[config.mk]
export PLATFORM = sky130hd
export DESIGN_NAME = bch_encoder
export DESIGN_NICKNAME = d
export VERILOG_FILES = /design/src/rtl/bch_encoder.sv
export SDC_FILE = /design/constraint.sdc
export NUM_CORES = 1
export LEC_CHECK = 0
export ABC_AREA = 1
export BUFFER_PORTS_ARGS = -buffer_cell sky130_fd_sc_hd__buf_2
export CAP_MARGIN = 20
export CORE_ASPECT_RATIO = 0.75
export CORE_MARGIN = 2
export CORE_UTILIZATION = 61
export CTS_CLUSTER_SIZE = 10
export DETAILED_ROUTE_END_ITERATION = 6
export PLACE_DENSITY = 0.87
export SLEW_MARGIN = 10
export SYNTH_ARGS = -nofsm -noshare
export SYNTH_HDL_FRONTEND = slang
export SYNTH_SLANG_ARGS = --single-unit
[constraint.sdc]
create_clock -name clk -period 1.6 [get_ports clk]
set_input_delay 0.24 -clock clk [delete_from_list [all_inputs] [get_ports clk]]
set_output_delay 0.24 -clock clk [all_outputs]
set_load 0.01 [all_outputs]
[src/rtl/bch_encoder.sv]
// bch_encoder: systematic BCH(63,51), t=2, serial in / serial out.
// Message bits are forwarded as they arrive (coefficient x^0 first), then the
// 12 parity bits p_0..p_11 are appended.
// Optional feature macro: BCH_ENC_LAST_EN adds the out_last frame marker.
module bch_encoder (
  input  logic clk,
  input  logic rst_n,
  input  logic in_valid,
  input  logic in_data,
  output logic in_ready,
  output logic out_valid,
  output logic out_data,
`ifdef BCH_ENC_LAST_EN
  output logic out_last,
`endif
  input  logic out_ready
);

  // g(x) without the implicit x^12 term; also x^12 mod g, the weight of m_0
  localparam logic [11:0] GPOLY  = 12'h539;
  localparam logic [11:0] W_INIT = 12'h539;
  localparam logic [5:0]  MSG_LAST = 6'd50;
  localparam logic [3:0]  PAR_LAST = 4'd11;

  typedef enum logic {ST_MSG, ST_PARITY} state_t;

  state_t      state;
  logic [5:0]  msg_cnt;
  logic [3:0]  par_cnt;
  logic [11:0] r;     // parity accumulator: sum of m_i * x^(12+i) mod g
  logic [11:0] w;     // x^(12+i) mod g for the next message bit i
  logic        free;
  logic        in_xfer;

  // multiply by x modulo g
  function automatic logic [11:0] w_step(input logic [11:0] v);
    return {v[10:0], 1'b0} ^ (v[11] ? GPOLY : 12'h000);
  endfunction

  assign free     = !out_valid || out_ready;
  // gated by rst_n so the stream never appears ready while held in reset
  assign in_ready = rst_n && (state == ST_MSG) && free;
  assign in_xfer  = in_valid && in_ready;

  // frame FSM, parity accumulation and the single output register
  always_ff @(posedge clk or negedge rst_n) begin
    if (!rst_n) begin
      state     <= ST_MSG;
      msg_cnt   <= '0;
      par_cnt   <= '0;
      r         <= '0;
      w         <= W_INIT;
      out_valid <= 1'b0;
      out_data  <= 1'b0;
`ifdef BCH_ENC_LAST_EN
      out_last  <= 1'b0;
`endif
    end else begin
      case (state)
        ST_MSG: begin
          if (in_xfer) begin
            out_data  <= in_data;
            out_valid <= 1'b1;
`ifdef BCH_ENC_LAST_EN
            out_last  <= 1'b0;
`endif
            if (in_data) r <= r ^ w;
            w <= w_step(w);
            if (msg_cnt == MSG_LAST) begin
              msg_cnt <= '0;
              state   <= ST_PARITY;
            end else begin
              msg_cnt <= msg_cnt + 6'd1;
            end
          end else if (free) begin
            out_valid <= 1'b0;
          end
        end
        ST_PARITY: begin
          // R and par_cnt only move when the output register can take a bit
          if (free) begin
            out_data  <= r[0];
            out_valid <= 1'b1;
            r         <= r >> 1;
`ifdef BCH_ENC_LAST_EN
            out_last  <= (par_cnt == PAR_LAST);
`endif
            if (par_cnt == PAR_LAST) begin
              par_cnt <= '0;
              r       <= '0;
              w       <= W_INIT;
              state   <= ST_MSG;
            end else begin
              par_cnt <= par_cnt + 4'd1;
            end
          end
        end
        default: state <= ST_MSG;
      endcase
    end
  end

endmodule

==> summary.md <==
| Metric | Value |
|---|---|
| Status | `finished, final reports clean` |
| Compound-gate portion of the synthesized area | `5.366%` |
| Adder-Cell Fraction of Synth Area | `1.829%` |
| Hold_buf cts | `0` |
| Pwr Total | `around 3.5 mW` |
| Xor/xnor share of the synthesized area | `3.415%` |
| Final Skew | `7.453 ps` |
| Final non-filler cell area | `0.002255 mm^2` |
| Synthesis-stage register bit count | `37` |
| Area grow syn2layout | `9.878%` |
| DR vias/cell | `5.549` |
| DIE WIDTH | `70.97 um` |
| Max_cap viols | `0` |
| Placed Instances | `307` |
| Nets | `about 280` |
| Hpwl dp | `just under 3 mm` |
| Critical path arrival | `~1600 ps` |
| Die area | `between 0.003 and 0.004 mm^2` |
| Slew at the pin closest to its max-slew limit | `463.5 ps` |
| Slew margin rel. | `69.10%` |
| Fin crit period | `1448 ps` |
| Initial Utilization | `63.27%` |
| Clock Latency Late Sink | `300 ps` |
| CTS clk-pin slew, worst paths | `around 70 ps` |
| Largest family of logic cells by synthesized area | `simple AND/OR/NAND/NOR gates` |
| H-tree levels | `2` |
| Syn. warnings | `0` |
| Final hold viol count | `0` |
| Global-route wire length before repair | `just under 8 mm` |
| Startpoint class of the critical path | `register` |
| CTS buffer count | `5` |
| Fraction of layout cells with a size suffix above 1 | `16.36%` |
| Die Ht | `54.23 um` |
| HP Class | `input pin to async pin` |
| Vias in the first global route | `1597` |
| Diodes inserted | `0` |
| Simple-gate share of the synthesized area | `a little under two fifths` |
| DRT Wirelength | `4.430 mm` |
| Initial DRC Count | `~190` |
| FF-to-FF path depth | `6` |
| Largest net degree at the start of global routing | `38` |
| I/O Buffers | `7` |
| 1st-pass router iterations | `4` |
| Netlist Area Pre-Place | `0.002052 mm^2` |
| Commonest non-fill, non-tap cell in the layout | `nand2_1` |
| Vias | `1748` |
| Routability cong. | `0.8606` |
| TritonCTS clock tree | `yes` |
| Peak VDD IR | `about 1.1 mV` |
| Fin util | `69.52%` |
| WP data required | `~1800 ps` |
| Distinct cells, synth | `24` |
| Core area | `0.003243 mm^2` |
| Post-synthesis mux area share | `0%` |
| Avg Inst Size Synth | `7.832 um^2` |
| Final setup viols | `0` |
| Syn nets | `between 200 and 300` |
| Total leakage power | `1.183 nW` |
| CTS max path bufs | `2` |
| Post-route DRC | `0` |
| PD cells | `1541 mW/mm^2` |
| CTS Root Cell | `clkbuf_8` |
| Slew Viols, Final | `0` |
| Max Clk Rate | `690.5 MHz` |
| CTS Sinks | `37` |
| DRT antenna net count | `0` |
| All-layer global routing usage | `27.17%` |
| Placed inst area | `0.002126 mm^2` |
| RSZ-0062 raised after global routing | `no` |
| Commonest cells after routing, fill and taps aside | `nand2_1, nand3_1, dfrtp_1` |
| Layout Cells excl Fill | `315` |
| Crit path kind | `register to register` |
| Fin crit share | `90.51%` |
| Final TNS setup | `0 ps` |
| Overflow after GRT | `0` |
| Row cnt | `18` |
| Setup crit end kind | `register` |
| CP Max Fanout | `10` |
| WL per Instance | `14.06 um` |
| Seq/Total Area, Yosys | `45.49%` |
| Setup Buffers After CTS | `0` |
| Initial antenna violation count | `0` |
| Post-Synthesis Cells | `262` |
| I/O Pins | `8` |
[through the flow]
step | hold WS, ps | worst slack [ps]
floorplan | -55.59 | 263.3
global placement | 361.3 | 114.6
detailed placement | 358.2 | 68.20
CTS | 33.41 | 24.05
global route | 69.05 | 7.704
finish | 17.10 | 151.8
[timing repair]
item / CTS / global route
endpoints found under the hold margin: 0 / 0
gates resized for setup: 0 / 3
setup endpoints to repair: 0 / 14
[critical path: stages, from the launching register on]
cell and delay (ps):
dfrtp_1 410, ha_1 160, inv_1 60, nor2_2 220
nand4_4 200, nand2_4 170, o21ai_0 100
[cell families after synthesis]
kind of cell | Yosys count
and+or+nand+nor | 164
DFF | 37
buffers and inverters | 28
AOI/OAI and AO/OA | 22
xor gates and xnor gates | 8
adders and majority gates | 3
[final timing paths]
check / to / from / slack [ps]
worst max-delay path: w[9] / par_cnt[0] / 150
worst min-delay path: msg_cnt[4] / rst_n / 20
worst max register to register: w[9] / par_cnt[0] / 150
worst min register to register: w[4] / w[4] / 520
max in group asynchronous: w[10] / rst_n / 1220
min in group clk: out_valid / out_ready / 330
[where the power goes]
| part | switching [mW] | internal, mW |
|---|---|---|
| Sequential | 0.376 | 1.29 |
| Clock | 0.348 | 0.508 |
| Combinational | 0.508 | 0.441 |
| Total | 1.23 | 2.24 |
[layer usage]
metal,share of wire [%],global-route usage (%),vias to the layer above
met3,7.5,8.103,6
li1,-,-,878
met2,44,39.88,50
met4,1.4,10.38,0
met5,0,0,-
met1,47,38.52,814
[cell usage after synthesis, drive strengths merged]
cell / number / area, um^2
nand4: 6 / 52.55
a21oi: 10 / 50.05
buf: 10 / 71.32
xor2: 7 / 61.31
dfrtp: 31 / 775.7
nor2: 21 / 91.33
o21ai: 12 / 60.06
nor3: 1 / 5.000
dfstp: 6 / 157.7
xnor2: 1 / 8.760
nand3: 48 / 245.2
nand2: 83 / 336.6
ha: 3 / 37.54
or2: 5 / 31.28
inv: 18 / 67.56
[cell type report]
| class | instances | area, um^2 |
|---|---|---|
| Inverter | 18 | 67.56 |
| Sequential cell | 37 | 933.4 |
| Fill cell | 269 | 988.4 |
| Clock inverter | 1 | 30.03 |
| Tap cell | 40 | 50.05 |
| Timing Repair Buffer | 15 | 95.09 |
| Multi-Input combinational cell | 197 | 992.2 |
| Clock buffer | 7 | 86.33 |
[flip-flops by register name (all words and copies together), names as in the netlist]
register and count:
par_cnt 4, out_data 1, state 1, out_valid 1, r 12, w 12, msg_cnt 6
Power figures use the tool's default switching activity.
